**config.mk**
```make
export PLATFORM = sky130hd
export DESIGN_NAME = edge_detect_stream
export DESIGN_NICKNAME = d
export VERILOG_FILES = /design/src/rtl/edge_detect_stream.sv
export SDC_FILE = /design/constraint.sdc
export NUM_CORES = 1
export LEC_CHECK = 0
export CAP_MARGIN = 20
export CORE_AREA = 8 8 147 149
export CTS_BUF_LIST = sky130_fd_sc_hd__clkbuf_16
export CTS_CLUSTER_SIZE = 16
export DETAILED_ROUTE_END_ITERATION = 10
export DIE_AREA = 0 0 155 157
export GPL_TIMING_DRIVEN = 0
export PLACE_DENSITY = 0.64
export SYNTH_ARGS = -nofsm -noshare
export SYNTH_HDL_FRONTEND = slang
export SYNTH_SLANG_ARGS = --single-unit
```
**constraint.sdc**
```tcl
create_clock -name clk -period 11.3 [get_ports clk]
set_input_delay 1.13 -clock clk [delete_from_list [all_inputs] [get_ports clk]]
set_output_delay 1.13 -clock clk [all_outputs]
set_load 0.02 [all_outputs]
```
**src/rtl/edge_detect_stream.sv**
```systemverilog
// Streaming 3x3 Sobel edge detector: raster pixels in, one gradient magnitude out per pixel.
// Define EDGE_DETECT_STREAM_THRESH_EN to add the 'thresh' port and binarise interior outputs.
module edge_detect_stream #(
    parameter int IMG_W = 5,
    parameter int IMG_H = 5,
    parameter int PXL_W = 8
) (
    input  logic             clk,
    input  logic             rst,
    input  logic             in_valid,
    output logic             in_ready,
    input  logic [PXL_W-1:0] in_pxl,
    input  logic             in_sof,
    output logic             out_valid,
    input  logic             out_ready,
    output logic [PXL_W-1:0] out_pxl,
    output logic             out_sof,
    output logic             out_eof,
    output logic             busy,
    output logic             frame_done,
    output logic             err_sof
`ifdef EDGE_DETECT_STREAM_THRESH_EN
    ,
    input  logic [PXL_W-1:0] thresh
`endif
);
    localparam int XW = $clog2(IMG_W);
    localparam int YW = $clog2(IMG_H);
    localparam int SW = PXL_W + 3;
    localparam logic [XW-1:0] X_LAST = XW'(IMG_W - 1);
    localparam logic [YW-1:0] Y_LAST = YW'(IMG_H - 1);

    localparam logic [1:0] IDLE  = 2'd0;
    localparam logic [1:0] FILL  = 2'd1;
    localparam logic [1:0] RUN   = 2'd2;
    localparam logic [1:0] DRAIN = 2'd3;

    logic [1:0]       state_q, state_d;
    logic [XW-1:0]    x_q, x_d, ox_q, ox_d;
    logic [YW-1:0]    y_q, y_d, oy_q, oy_d;
    logic             out_valid_q, out_valid_d;
    logic [PXL_W-1:0] out_pxl_q, out_pxl_d;
    logic             out_sof_q, out_sof_d;
    logic             out_eof_q, out_eof_d;
    logic             all_loaded_q, all_loaded_d;
    logic             frame_done_q, frame_done_d;
    logic             err_sof_q, err_sof_d;
    logic [PXL_W-1:0] w00_q, w01_q, w10_q, w11_q, w20_q, w21_q;
    logic [PXL_W-1:0] lb0_q [IMG_W];
    logic [PXL_W-1:0] lb1_q [IMG_W];

    logic             rdy, slot_free, in_acc, pix_take, load, out_hs;
    logic             border, first_idx, last_idx;
    logic [PXL_W-1:0] top_px, mid_px;
    logic signed [SW-1:0] gx, gy;
    logic [SW-1:0]    ax, ay;
    logic [PXL_W+3:0] mag;
    logic [PXL_W-1:0] sat, result;

    function automatic logic signed [SW-1:0] ext(input logic [PXL_W-1:0] p);
        return signed'({3'b000, p});
    endfunction

    assign slot_free = ~out_valid_q | out_ready;
    assign out_hs    = out_valid_q & out_ready;

    always_comb begin
        case (state_q)
            IDLE, FILL: rdy = 1'b1;
            RUN:        rdy = slot_free;
            default:    rdy = 1'b0;
        endcase
    end

    assign in_ready = rdy & ~rst;
    assign in_acc   = in_valid & in_ready;
    // An sof-less pixel in IDLE is dropped rather than stored.
    assign pix_take = in_acc & ((state_q != IDLE) | in_sof);
    assign load     = ((state_q == RUN) & in_acc) | ((state_q == DRAIN) & slot_free & ~all_loaded_q);

    assign top_px = lb1_q[x_q];
    assign mid_px = lb0_q[x_q];

    assign gx = ext(top_px) + (ext(mid_px) <<< 1) + ext(in_pxl)
              - ext(w00_q) - (ext(w10_q) <<< 1) - ext(w20_q);
    assign gy = ext(w20_q) + (ext(w21_q) <<< 1) + ext(in_pxl)
              - ext(w00_q) - (ext(w01_q) <<< 1) - ext(top_px);
    assign ax  = gx[SW-1] ? -gx : gx;
    assign ay  = gy[SW-1] ? -gy : gy;
    assign mag = {1'b0, ax} + {1'b0, ay};
    assign sat = (|mag[PXL_W+3:PXL_W]) ? {PXL_W{1'b1}} : mag[PXL_W-1:0];

`ifdef EDGE_DETECT_STREAM_THRESH_EN
    logic [PXL_W-1:0] thresh_q;

    always_ff @(posedge clk or posedge rst) begin
        if (rst) begin
            thresh_q <= '0;
        end else if ((state_q == IDLE) && in_acc && in_sof) begin
            thresh_q <= thresh;
        end
    end

    assign result = (sat >= thresh_q) ? {PXL_W{1'b1}} : '0;
`else
    assign result = sat;
`endif

    assign border    = (ox_q == '0) | (oy_q == '0) | (ox_q == X_LAST) | (oy_q == Y_LAST);
    assign first_idx = (ox_q == '0) & (oy_q == '0);
    assign last_idx  = (ox_q == X_LAST) & (oy_q == Y_LAST);

    always_comb begin
        state_d = state_q;
        case (state_q)
            IDLE:    if (in_acc && in_sof) state_d = FILL;
            FILL:    if (pix_take && (x_q == '0) && (y_q == YW'(1))) state_d = RUN;
            RUN:     if (pix_take && (x_q == X_LAST) && (y_q == Y_LAST)) state_d = DRAIN;
            DRAIN:   if (out_hs && out_eof_q) state_d = IDLE;
            default: state_d = IDLE;
        endcase
    end

    always_comb begin
        x_d  = x_q;
        y_d  = y_q;
        ox_d = ox_q;
        oy_d = oy_q;
        if (pix_take) begin
            if (x_q == X_LAST) begin
                x_d = '0;
                y_d = (y_q == Y_LAST) ? '0 : y_q + 1'b1;
            end else begin
                x_d = x_q + 1'b1;
            end
        end
        if (load) begin
            if (ox_q == X_LAST) begin
                ox_d = '0;
                oy_d = (oy_q == Y_LAST) ? '0 : oy_q + 1'b1;
            end else begin
                ox_d = ox_q + 1'b1;
            end
        end
    end

    // Output register only changes when empty or being drained, so it holds under back-pressure.
    always_comb begin
        out_valid_d  = out_valid_q;
        out_pxl_d    = out_pxl_q;
        out_sof_d    = out_sof_q;
        out_eof_d    = out_eof_q;
        all_loaded_d = all_loaded_q;
        if (load) begin
            out_valid_d = 1'b1;
            out_pxl_d   = border ? '0 : result;
            out_sof_d   = first_idx;
            out_eof_d   = last_idx;
            if (last_idx) all_loaded_d = 1'b1;
        end else if (out_ready) begin
            out_valid_d = 1'b0;
        end
        if ((state_q == DRAIN) && out_hs && out_eof_q) all_loaded_d = 1'b0;
    end

    assign frame_done_d = (state_q == DRAIN) & out_hs & out_eof_q;
    assign err_sof_d    = in_acc & ((state_q == IDLE) ? ~in_sof : in_sof);

    always_ff @(posedge clk or posedge rst) begin
        if (rst) begin
            state_q      <= IDLE;
            x_q          <= '0;
            y_q          <= '0;
            ox_q         <= '0;
            oy_q         <= '0;
            out_valid_q  <= 1'b0;
            out_pxl_q    <= '0;
            out_sof_q    <= 1'b0;
            out_eof_q    <= 1'b0;
            all_loaded_q <= 1'b0;
            frame_done_q <= 1'b0;
            err_sof_q    <= 1'b0;
            w00_q        <= '0;
            w01_q        <= '0;
            w10_q        <= '0;
            w11_q        <= '0;
            w20_q        <= '0;
            w21_q        <= '0;
        end else begin
            state_q      <= state_d;
            x_q          <= x_d;
            y_q          <= y_d;
            ox_q         <= ox_d;
            oy_q         <= oy_d;
            out_valid_q  <= out_valid_d;
            out_pxl_q    <= out_pxl_d;
            out_sof_q    <= out_sof_d;
            out_eof_q    <= out_eof_d;
            all_loaded_q <= all_loaded_d;
            frame_done_q <= frame_done_d;
            err_sof_q    <= err_sof_d;
            if (pix_take) begin
                w00_q <= w01_q;
                w01_q <= top_px;
                w10_q <= w11_q;
                w11_q <= mid_px;
                w20_q <= w21_q;
                w21_q <= in_pxl;
            end
        end
    end

    // Line buffers hold the two previous rows at the current column; contents need no reset.
    always_ff @(posedge clk) begin
        if (pix_take) begin
            lb1_q[x_q] <= lb0_q[x_q];
            lb0_q[x_q] <= in_pxl;
        end
    end

    assign out_valid  = out_valid_q;
    assign out_pxl    = out_pxl_q;
    assign out_sof    = out_sof_q;
    assign out_eof    = out_eof_q;
    assign busy       = (state_q != IDLE);
    assign frame_done = frame_done_q;
    assign err_sof    = err_sof_q;

endmodule

```
-- Yosys cells after proc, flatten, opt, wreduce, memory -nomap -nowiden
Memories as Yosys holds them, arrays and structs flattened.
Index checks and enable logic that the tools add are counted.
- register bits: 76
- bits in writable memories: 80
- input bits: 13
- output and inout bits: 15
- word-level logic and storage cells: 115
- memories: 2
- $add $sub $neg: 17
- equality and inequality tests: 12
- multiplexer cells: 22
- bitwise operators: 22
- reductions and logical operators: 22
- memories (memory ; words ; width ; read ports ; clocked after Yosys merged registers in ; write ports ; line ; text):
    lb0_q ; 5 ; 8 ; 1 ; 0 ; 1 ; 49 ; logic [PXL_W-1:0] lb0_q [IMG_W];
    lb1_q ; 5 ; 8 ; 1 ; 0 ; 1 ; 50 ; logic [PXL_W-1:0] lb1_q [IMG_W];
- operators with widths (operator ; count):
    11-bit by 9-bit subtractor with 11-bit output ; 4
    10-bit by 8-bit adder with 11-bit output ; 2
    11-bit 2-to-1 mux ; 2
    11-bit negation ; 2
    11-bit by 10-bit subtractor with 11-bit output ; 2
    8-bit by 9-bit adder with 10-bit output ; 2
    8-bit 2-to-1 mux ; 2
    11-bit by 11-bit adder with 12-bit output ; 1
    3-bit by 1-bit adder with 3-bit output, second input constant ; 4
    1-bit AND ; 12
    3-bit equality test, second input constant ; 4
    3-bit 2-to-1 mux ; 4
    3-bit logical NOT ; 3
    1-bit logical AND ; 8
    1-bit 2-to-1 mux ; 8
    2-bit 2-to-1 mux ; 4
    2-bit case mux with 4 select lines ; 1
    2-bit nonzero test ; 4
    2-bit inequality test, second input constant ; 3
    1-bit OR ; 6
    2-bit AND reduction ; 3
    2-bit equality test, second input constant ; 2
    1-bit inverter ; 4
    4-bit AND reduction ; 1
    other kinds (7) ; 7

-- Depth between registers and ports, before layout
Gate-level depths: netlist (run 1).
An unclocked memory read counts as a cell.
- depth after elaboration: 12
- gate-level depth with buffers: 29
- gate-level depth less buffers: 27

-- Worst setup path after synthesis (run 1)
Ideal clock, no wire load.
- kind: reg2reg
- start point: reg x_q[0]
- end point: reg out_pxl_q[0] (netlist: out_pxl[0])
- library setup time: 0.135 ns
- data arrival time: 6.634 ns
- data required time: 11.165 ns
- setup slack: 4.531 ns
- stages on the path, launching flop included: 23
- path buffers: 2
- period minus slack after synthesis: 6.769 ns
- cell sequence: dfrtp_1 clkbuf_1 buf_2 mux4_2 mux2i_1 inv_1 fa_1 fa_1 fa_1 ha_1 a211oi_2 o31ai_2 o221a_2 o21ai_2 nand2_1 mux2_2 fa_1 a21o_1 a221oi_2 o2bb2ai_1 mux2i_1 nor4_4 a21oi_1
- cells in the longest elaborated chain, start to end: 12
- elaborated cells on any way between the ends: 16
- those cells by class: add/sub: 9; mux: 4; reduce/logical: 1; memory: 2
- RTL lines (item ; line ; text):
    start: declaration ; 39 ; logic [XW-1:0] x_q, x_d, ox_q, ox_d;
    start signal: assignment ; 172 ; x_q <= '0;
    start signal: assignment ; 191 ; x_q <= x_d;
    memory read 5 x 8 bit * ; n/a ;
    named net top_px[2] ; 54 ; logic [PXL_W-1:0] top_px, mid_px;
    8-bit by 9-bit adder with 10-bit output ; 84 ; assign gx = ext(top_px) + (ext(mid_px) <<< 1) + ext(in_pxl)
    10-bit by 8-bit adder with 11-bit output ; 84 ;
    11-bit by 9-bit subtractor with 11-bit output ; 85 ; - ext(w00_q) - (ext(w10_q) <<< 1) - ext(w20_q);
    11-bit by 10-bit subtractor with 11-bit output ; 85 ;
    11-bit by 9-bit subtractor with 11-bit output ; 85 ;
    11-bit negation ; 88 ; assign ax = gx[SW-1] ? -gx : gx;
    11-bit 2-to-1 mux ; 88 ;
    11-bit by 11-bit adder with 12-bit output * ; 90 ; assign mag = {1'b0, ax} + {1'b0, ay};
    4-bit OR reduction ; 91 ; assign sat = (|mag[PXL_W+3:PXL_W]) ? {PXL_W{1'b1}} : mag[PXL_W-1:0];
    8-bit 2-to-1 mux * ; 91 ;
    8-bit 2-to-1 mux * ; 156 ; out_pxl_d = border ? '0 : result;
    end signal: assignment ; 196 ; out_pxl_q <= out_pxl_d;
    end: declaration ; 42 ; logic [PXL_W-1:0] out_pxl_q, out_pxl_d;
The timed path passes the listed nets; every way through them passes the cells marked *.
A chain may end at the register's enable or synchronous reset.

-- Worst setup path after layout (run 1)
- start point: reg x_q[0]
- end point: reg out_pxl_q[3] (netlist: out_pxl[3])
- cells in the longest elaborated chain, start to end: 12
- elaborated cells on any way between the ends: 16
- those cells by class: add/sub: 9; mux: 4; reduce/logical: 1; memory: 2
- RTL lines (item ; line):
    memory read 5 x 8 bit, on equally long branches ; n/a
    8-bit by 9-bit adder with 10-bit output ; 84
    10-bit by 8-bit adder with 11-bit output ; 84
    11-bit by 9-bit subtractor with 11-bit output ; 85
    11-bit by 10-bit subtractor with 11-bit output ; 85
    11-bit by 9-bit subtractor with 11-bit output ; 85
    11-bit negation ; 88
    11-bit 2-to-1 mux ; 88
    11-bit by 11-bit adder with 12-bit output * ; 90
    4-bit OR reduction ; 91
    8-bit 2-to-1 mux * ; 91
    8-bit 2-to-1 mux * ; 156
Every way passes the cells marked *; elsewhere a longest branch is shown, timed or not.

==> metrics, run 1 <==
run status finished clean; Cell Area, Synth 9450 um2; endpoints failing hold 0; H-tree depth 4; via count of the first global-routing pass 6,197; post-route minimum period 7.82 ns; total track usage 0.170; hold path startpoint w11_q[0]; Crit Path Category flip-flop to flip-flop; Post-CTS Setup Bufs 0; Worst Setup Start Kind flip-flop; clock sinks 156; Cells after Synth 836; initial antenna violation count 0; Slew Limit Fails 0; DRT Wirelength 19,100 um; drt pass-1 iters 5; Initial DRC Count 450; Slowest-stage cell, CP a221oi_1; final period utilization 0.692; Worst Path Required 11.59 ns; WHS 0.468 ns; cts repair resizes 0; Cell variety after synth 72; RSZ-0062 raised after global routing false; Final Util 0.560; worst skew pair latency 0.43 ns; wire length per cell 16.4 um; reg-to-reg endpoint out_pxl[3]; number of synthesized register bits 156; GPL Wtd Cong 0.782; layout overhead on the synthesized area 13.8%; syn avg cell area 11.3 um2; global-route wire length before repair 32,200 um; Setup TNS 0 ns; CP delay by family, top compound AO/OA/AOI/OAI gates; # diodes 0; hold path cells 2; Post-Layout Cell Count 1,168; Die Area 24,300 um2; core area 19,200 um2; Antenna Nets Post-Route 0; largest net degree at the start of global routing 56; R2R Path Start x_q[0]; hold buffer count at CTS 0; flop2flop setup slack 3.48 ns; Port Buf Inserts 27; slew at the pin closest to its max-slew limit 1.09 ns; type of destination of the critical path flip-flop; worst path cell trace clkbuf_1 > buf_2 > nor2_1 > a21oi_1 > nor2_1 > a221oi_1 > fa_1 > inv_1 > fa_1 > fa_1 > inv_1 > ha_1 > nand3_1 > o211ai_1 > a21boi_1 > o31ai_4 > mux2_1 > fa_1 > a21o_1 > a221oi_2 > o2bb2ai_1 > mux2i_1 > nor4_4 > a21oi_1; Die W 155 um; endpoints failing setup 0; crit path DAT 8.11 ns; Core Rows 51; sequential area share after synthesis 0.456; CTS tree yes; total grt overflow 0; max cap viols 0; num ports 28; nets 1,018; Worst-path clk slew 0.07 ns; Syn Nets 964; R2R cell count 24; Syn. warnings 0; layout cells sized above 1 0.0897; top achievable clock speed 128 MHz; Worst Hold Endpoint w10_q[0]; Hold WC Path Type flip-flop to flip-flop; clk buf depth 2; crit path buf inv count 4; Worst Clk Skew 0.0134 ns; ys async rst share 0.487; Main synth FF type edfxtp_1; Post-synth EDFFs 80; most used cell, CP fa_1; die span in y 157 um; via/cell ratio 5.24; Rel. slew slack 0.270; Root Buffer clkbuf_16; Post-Place Cells 1,136; Post-route DRC 0; CTS Buf Count 17; Worst Path Max Fanout 10; Initial Utilization 0.492; HPWL after detailed placement 14,700 um; DR vias 6,116; slowest stage delay, CP 0.57 ns
## worst max-delay path by stage
stage | startpoint | endpoint | slack, ns | depth (start not counted)
floorplan | x_q[0] | out_pxl[0] | 4.53 | 22
global placement | x_q[0] | out_pxl[1] | 3.48 | 24
detailed placement | x_q[0] | out_pxl[5] | 3.44 | 24
CTS | x_q[0] | out_pxl[5] | 3.41 | 24
global route | x_q[0] | out_pxl[4] | 2.94 | 28
finish | x_q[0] | out_pxl[3] | 3.48 | 24
## metal layers
metal | GRT usage | routed length [um] | vias up | share of wire
met5 | 0 | 0 | - | 0
met4 | 0.0481 | 263 | 0 | 0.014
met3 | 0.0343 | 778 | 16 | 0.041
met2 | 0.277 | 9220 | 102 | 0.48
met1 | 0.228 | 8880 | 3042 | 0.46
li1 | - | - | 2956 | -
## worst reg2reg max path, delay by kind of cell, from the launching register on
kind / cells / cell delay, ns
mux: 2 / 0.57
fa+ha+maj: 5 / 2.31
buf+inv: 4 / 0.92
simple gates: 4 / 0.91
flops: 1 / 0.37
compound gates: 9 / 2.60
## cell usage in the layout, fill, tap and decap left out, drive strengths merged, types with 8 or more instances in the layout
cell,synthesis,final
inv,132,140
nand2,82,82
edfxtp,80,80
dfrtp,76,76
fa,63,63
o21ai,63,63
ha,52,52
nor2,44,44
a21oi,38,38
clkbuf,17,34
clkdlybuf4s50,0,27
xnor2,22,22
mux2i,15,15
nand3,13,13
buf,4,12
xor2,11,11
nor3,10,10
mux4,9,9
a221oi,8,8
a21o,8,8
mux2,8,8
## flip-flops by register name (all words and copies together), names as in the netlist
register	count
out_pxl	8
y_q	3
w21_q	8
lb1_q	40
w01_q	8
ox_q	3
w10_q	8
x_q	3
frame_done	1
out_sof	1
out_valid	1
lb0_q	40
state_q	2
all_loaded_q	1
w00_q	8
w11_q	8
err_sof	1
out_eof	1
oy_q	3
w20_q	8
## metrics by stage
stage               area [um2]  setup slack [ns]
finish                   10800              3.48
floorplan                 9450              4.53
detailed placement       10200              3.44
global route             10800              2.94
global placement         10100              3.48
CTS                      10800              3.41
## cell usage after synthesis, types with 5 or more instances
master    instances  area share
edfxtp_1         80        0.25
mux2i_1          15       0.016
mux4_2            9       0.021
xor2_1           11       0.010
mux2_2            6      0.0071
xnor2_1          22       0.020
ha_1             52       0.069
fa_1             63        0.13
nand2_1          82       0.033
a21o_1            7      0.0056
a21oi_1          38       0.020
o21ai_0          62       0.033
nand3_1          13      0.0069
a31oi_1           7      0.0046
a221oi_1          7      0.0065
nor2_1           44       0.017
o21bai_1          5      0.0040
dfrtp_1          76        0.20
nor3_1            8      0.0042
inv_1           132       0.052
clkbuf_1         17      0.0068
nor4_1            5      0.0033
## area by class of cell
cell class                 instances  area (um2)
buffer                            21        83.8
sequential                       156        4300
clock inverter                    15         170
timing repair buffer              35         354
clock buffer                      17         425
tap                              265         332
multi-input combinational        526        4580
inverter                         133         502
fill                            1612        8460
## logic make-up after synthesis
family | Yosys count | synth area share
compound gates | 164 | 0.113
mux | 32 | 0.0469
xor+xnor | 33 | 0.0306
buf+inv | 154 | 0.0617
fa+ha+maj | 115 | 0.202
simple gates | 182 | 0.0895
flops | 156 | 0.456
Power of run 1 is not shown: default switching activity piles up to over one toggle a cycle in this logic, so the estimate is an artifact.
==> inputs of run 2 (changes only) <==
==> constraint.sdc (replaced) <==
create_clock -name clk -period 7.9 [get_ports clk]
set_input_delay 0.79 -clock clk [delete_from_list [all_inputs] [get_ports clk]]
set_output_delay 0.79 -clock clk [all_outputs]
set_load 0.02 [all_outputs]
==> run 2 against run 1 <==
  * Sequential share of layout area shrank 0.29 points
  * Fmax rose by 5.5%
  * Utilization grew 0.43 points
  * Wire length rose by 0.21%
  * Worst hold slack gained 0.0027 ns
==> metrics, run 2 (synthesis gave the netlist of run 1 again) <==
worst skew pair latency 0.43 ns; wire length per cell 16.4 um; slew at the pin closest to its max-slew limit 1.03 ns; Worst Path Max Fanout 10; RSZ-0062 raised after global routing false; gr busiest metal met2; R2R Path Start x_q[1]; crit path buf inv count 4; post-route minimum period 7.41 ns; Slowest-stage cell, CP mux2i_1; HPWL after detailed placement 14,700 um; endpoints failing hold 0; endpoints failing setup 0; worst path cell trace buf_2 > buf_2 > mux4_2 > mux2i_1 > fa_1 > ha_1 > inv_1 > fa_1 > ha_1 > fa_1 > a211oi_2 > o21bai_1 > and2_4 > or4_4 > o311ai_4 > xnor2_1 > ha_1 > and3_1 > a221oi_1 > a21boi_0 > mux2i_1 > nor4_4 > buf_4 > a21oi_1; reg-to-reg endpoint out_pxl[0]; fillers 1,608; Setup TNS 0 ns; Worst Setup Start Kind flip-flop; Slew Limit Fails 0; hold buffer count at CTS 0; slowest stage delay, CP 0.56 ns; Hold WC Path Type flip-flop to flip-flop; num ports 28; crit path DAT 7.76 ns; layout overhead on the synthesized area 14.7%; die span in y 157 um; Post-route DRC 0; type of destination of the critical path flip-flop; H-tree depth 4; met2 Usage GRT 0.277; Worst Clk Skew 0.0132 ns; R2R cell count 24; total grt overflow 0; commonest non-fill, non-tap cell in the layout inv_1; Die Area 24,300 um2; largest net degree at the start of global routing 56; CP delay by family, top adder cells; CP startpoint x_q[1]; layout cells sized above 1 0.105; core area 19,200 um2; via count of the first global-routing pass 6,197; final period utilization 0.938; clock sinks 156; max cap viols 0; Initial DRC Count 424; Initial Utilization 0.492; Global Route met1 Usage 0.228; most frequent cells in the layout inv_1, nand2_1, edfxtp_1; Port Buf Inserts 27; end of the critical path out_pxl[0]; CTS Buf Count 17; clk buf depth 2; Core Rows 51; Worst Path Required 8.26 ns; nets 1,021; via/cell ratio 5.26; Antenna Nets Post-Route 0; DRT Wirelength 19,200 um; flop2flop setup slack 0.49 ns; GR Util met3 0.0343; total track usage 0.170; drt pass-1 iters 5; global-route wire length before repair 32,200 um; Die W 155 um; DR vias 6,161; stages on the worst setup path 24; CTS tree yes; Worst-path clk slew 0.07 ns; Root Buffer clkbuf_16; Rel. slew slack 0.309; top achievable clock speed 135 MHz; initial antenna violation count 0; run status finished clean; Crit Path Category flip-flop to flip-flop; Regs by FF count lb0_q x40, lb1_q x40; # diodes 0; GPL Wtd Cong 0.782
## run 2: changes by cell type in the layout (fill, tap and decap cells not counted), sizes merged
cell    before  now
clkbuf      34   33
buf         12   16
## run 2: worst register-to-register path, cell delays in order (launching register included)
cell      delay, ns
dfrtp_1        0.34
buf_2          0.31
buf_2          0.39
mux4_2         0.36
mux2i_1        0.56
fa_1           0.54
ha_1           0.28
inv_1          0.05
fa_1           0.48
ha_1           0.25
fa_1           0.43
a211oi_2       0.36
o21bai_1       0.14
and2_4         0.18
or4_4          0.53
o311ai_4       0.24
xnor2_1        0.10
ha_1           0.39
and3_1         0.25
a221oi_1       0.33
a21boi_0       0.13
mux2i_1        0.29
nor4_4         0.08
buf_4          0.17
a21oi_1        0.14
## run 2: layout make-up
type                            count  area, um2  share of cell area
Sequential cell                   156       4310               0.397
Timing Repair Buffer               39        397              0.0366
Inverter                          133        502              0.0463
Clock inverter                     15        170              0.0157
Buffer                             20       86.3             0.00797
Multi-Input combinational cell    526       4620               0.426
Clock buffer                       17        425              0.0393
Tap cell                          265        332              0.0306
## run 2: how the worst min path moves through the flow
| stage | startpoint | end | slack [ns] | cells after the start |
|---|---|---|---|---|
| 6_report | w11_q[0] | w10_q[0] | 0.47 | 2 |
| 3_5_place_dp | w11_q[0] | w10_q[0] | 0.45 | 2 |
| 3_3_place_gp | w11_q[0] | w10_q[0] | 0.45 | 2 |
| 4_1_cts | w11_q[0] | w10_q[0] | 0.47 | 2 |
| 2_1_floorplan | w11_q[0] | w10_q[0] | 0.44 | 2 |
| 5_1_grt | w11_q[0] | w10_q[0] | 0.50 | 2 |
## run 2: per-layer routing
metal / part of all wire / wire, um / up-vias
met5: 0 / 0 / -
met4: 0.015 / 282 / 0
met3: 0.046 / 880 / 21
met2: 0.48 / 9280 / 117
met1: 0.46 / 8750 / 3058
li1: - / - / 2965
## run 2: through the flow
stage,hold WS (ns),util,worst slack (ns),instances,cell area (um2)
CTS,0.467,0.560,0.0106,1168,10800
floorplan,0.439,-,1.13,836,9450
finish,0.471,0.564,0.491,1171,10800
global placement,0.449,0.523,0.0752,1128,10100
detailed placement,0.450,0.529,0.0375,1136,10200
global route,0.498,0.564,0.137,1171,10800
## run 2: what timing repair did
item                       4_1_cts  5_1_grt
setup buffers                    0        4
resized for setup                0       15
setup endpoints to repair        0        8
Power of run 2 is left out for the same reason.
==> inputs of run 3 (changes only) <==
--- a/config.mk
+++ b/config.mk
@@ -5,6 +5,7 @@
 export SDC_FILE = /design/constraint.sdc
 export NUM_CORES = 1
 export LEC_CHECK = 0
+export ABC_CLOCK_PERIOD_IN_PS = 7900
 export CAP_MARGIN = 20
 export CORE_AREA = 8 8 147 149
 export CTS_BUF_LIST = sky130_fd_sc_hd__clkbuf_16
@@ -13,6 +14,7 @@
 export DIE_AREA = 0 0 155 157
 export GPL_TIMING_DRIVEN = 0
 export PLACE_DENSITY = 0.64
+export RECOVER_POWER = 100
 export SYNTH_ARGS = -nofsm -noshare
 export SYNTH_HDL_FRONTEND = slang
 export SYNTH_SLANG_ARGS = --single-unit
==> run 3 against run 2 <==
  * The run now ends with max-capacitance violations, max-slew violations left
  * Fmax is 0.24% lower
  * Register-to-register slack worse by 0.02 ns
  * Clock-buffer cell count stayed put
  * Wire length is 0.17% higher
  * Critical path depth stayed put
  * Utilization is 0.59 points lower
  * Sequential cell count stayed put
  * Via count is 0.81% lower
  * Die area stayed put
  * Global-route usage stayed put
  * Non-clock buffer count stayed put
  * Clock skew hardly changed
  * Critical endpoint unchanged
  * Highest routed layer unchanged
==> metrics, run 3 (synthesis gave the netlist of run 1 again) <==
global-route wire length before repair 32,200 um; total grt overflow 0; R2R cell count 24; R2R Path Start x_q[1]; GPL Wtd Cong 0.782; layout overhead on the synthesized area 13.5%; Die Area 24,300 um2; total track usage 0.170; Worst Path Required 8.25 ns; fillers 1,636; nets 1,021; Post-Place Cells 1,136; fin area 10,700 um2; Post-route DRC 0; clock sinks 156; largest net degree at the start of global routing 56; Initial Utilization 0.492; endpoints failing setup 0; GR Util met3 0.0343; slowest stage delay, CP 0.56 ns; Root Buffer clkbuf_16; CTS tree yes; num ports 28; core area 19,200 um2; via/cell ratio 5.22; wire length per cell 16.4 um; Worst Path Max Fanout 10; Die W 155 um; Rel. slew slack -1.04; DRT Wirelength 19,200 um; clk buf depth 2; Core Rows 51; max cap viols 1; post-route minimum period 7.43 ns; H-tree depth 4; CP delay by family, top adder cells; Crit Path Category flip-flop to flip-flop; CP startpoint x_q[1]; Worst-path clk slew 0.07 ns; Worst Clk Skew 0.0137 ns; slew at the pin closest to its max-slew limit 3.06 ns; crit path DAT 7.78 ns; hold path cells 2; hold path startpoint w11_q[0]; Initial DRC Count 383; drt pass-1 iters 4; top achievable clock speed 135 MHz; stages on the worst setup path 24; worst skew pair latency 0.43 ns; Antenna Nets Post-Route 0; endpoints failing hold 0; Post-Layout Cell Count 1,171; Hold WC Path Type flip-flop to flip-flop; CTS Buf Count 17; DP Area 10,200 um2; failing checks max-capacitance violations, max-slew violations; DR vias 6,111; Regs by FF count lb0_q x40, lb1_q x40; Global Route met1 Usage 0.228; Worst Setup Start Kind flip-flop; final period utilization 0.940; Setup TNS 0 ns; commonest non-fill, non-tap cell in the layout inv_1; run status complete, but fails checks; met2 Usage GRT 0.277; HPWL after detailed placement 14,700 um; layout cells sized above 1 0.0817; most frequent cells in the layout inv_1, nand2_1, edfxtp_1; via count of the first global-routing pass 6,197; # diodes 0; RSZ-0062 raised after global routing false; initial antenna violation count 0; die span in y 157 um; type of destination of the critical path flip-flop; Multi-input gate area 4560 um2; Port Buf Inserts 27; crit path buf inv count 4; register area 4310 um2; Slowest-stage cell, CP mux2i_1; worst path cell trace buf_2 > buf_2 > mux4_2 > mux2i_1 > fa_1 > ha_1 > inv_1 > fa_1 > ha_1 > fa_1 > a211oi_2 > o21bai_1 > and2_4 > or4_4 > o311ai_1 > xnor2_1 > ha_1 > and3_1 > a221oi_1 > a21boi_0 > mux2i_1 > nor4_4 > buf_4 > a21oi_1; gr busiest metal met2; Slew Limit Fails 56
## run 3: worst register-to-register path, cell delays in order, from the launching register on
cell,delay [ns]
dfrtp_1,0.34
buf_2,0.31
buf_2,0.38
mux4_2,0.36
mux2i_1,0.56
fa_1,0.54
ha_1,0.28
inv_1,0.05
fa_1,0.48
ha_1,0.25
fa_1,0.43
a211oi_2,0.36
o21bai_1,0.14
and2_4,0.18
or4_4,0.51
o311ai_1,0.29
xnor2_1,0.11
ha_1,0.39
and3_1,0.25
a221oi_1,0.33
a21boi_0,0.13
mux2i_1,0.29
nor4_4,0.08
buf_4,0.17
a21oi_1,0.14
## run 3: what timing repair did
action,4_1_cts,5_1_grt
resized for setup,0,15
setup buffers,0,4
endpoints found under the setup margin,0,8
hold buffers,0,0
## run 3: metal layers
layer,up-vias,part of all wire
li1,2966,-
met1,3035,0.47
met2,92,0.48
met3,18,0.038
met4,0,0.014
met5,-,0
## run 3: layout make-up
cell class	count	share of cell area
buffer	20	0.00782
clock inverter	15	0.0159
clock buffer	17	0.0397
timing repair buffer	39	0.0316
tap	265	0.0309
multi-input combinational	526	0.426
sequential	156	0.402
inverter	133	0.0467
## run 3: metrics by stage
stage / hold slack (ns) / worst slack (ns) / utilization
global placement: 0.449 / 0.0752 / 0.523
detailed placement: 0.450 / 0.0375 / 0.529
global route: 0.498 / 0.0777 / 0.558
CTS: 0.467 / 0.0106 / 0.560
floorplan: 0.439 / 1.13 / -
finish: 0.470 / 0.473 / 0.558
## run 3: worst paths after layout
kind / endpoint / slack, ns
max in group asynchronous: x_q[0] / 3.34
hold / removal: w10_q[0] / 0.47
setup reg to reg: out_pxl[0] / 0.47
hold reg to reg: w10_q[0] / 0.47
setup / recovery: out_pxl[0] / 0.47
min in group asynchronous: out_pxl[7] / 1.01
Power of run 3 is left out for the same reason.
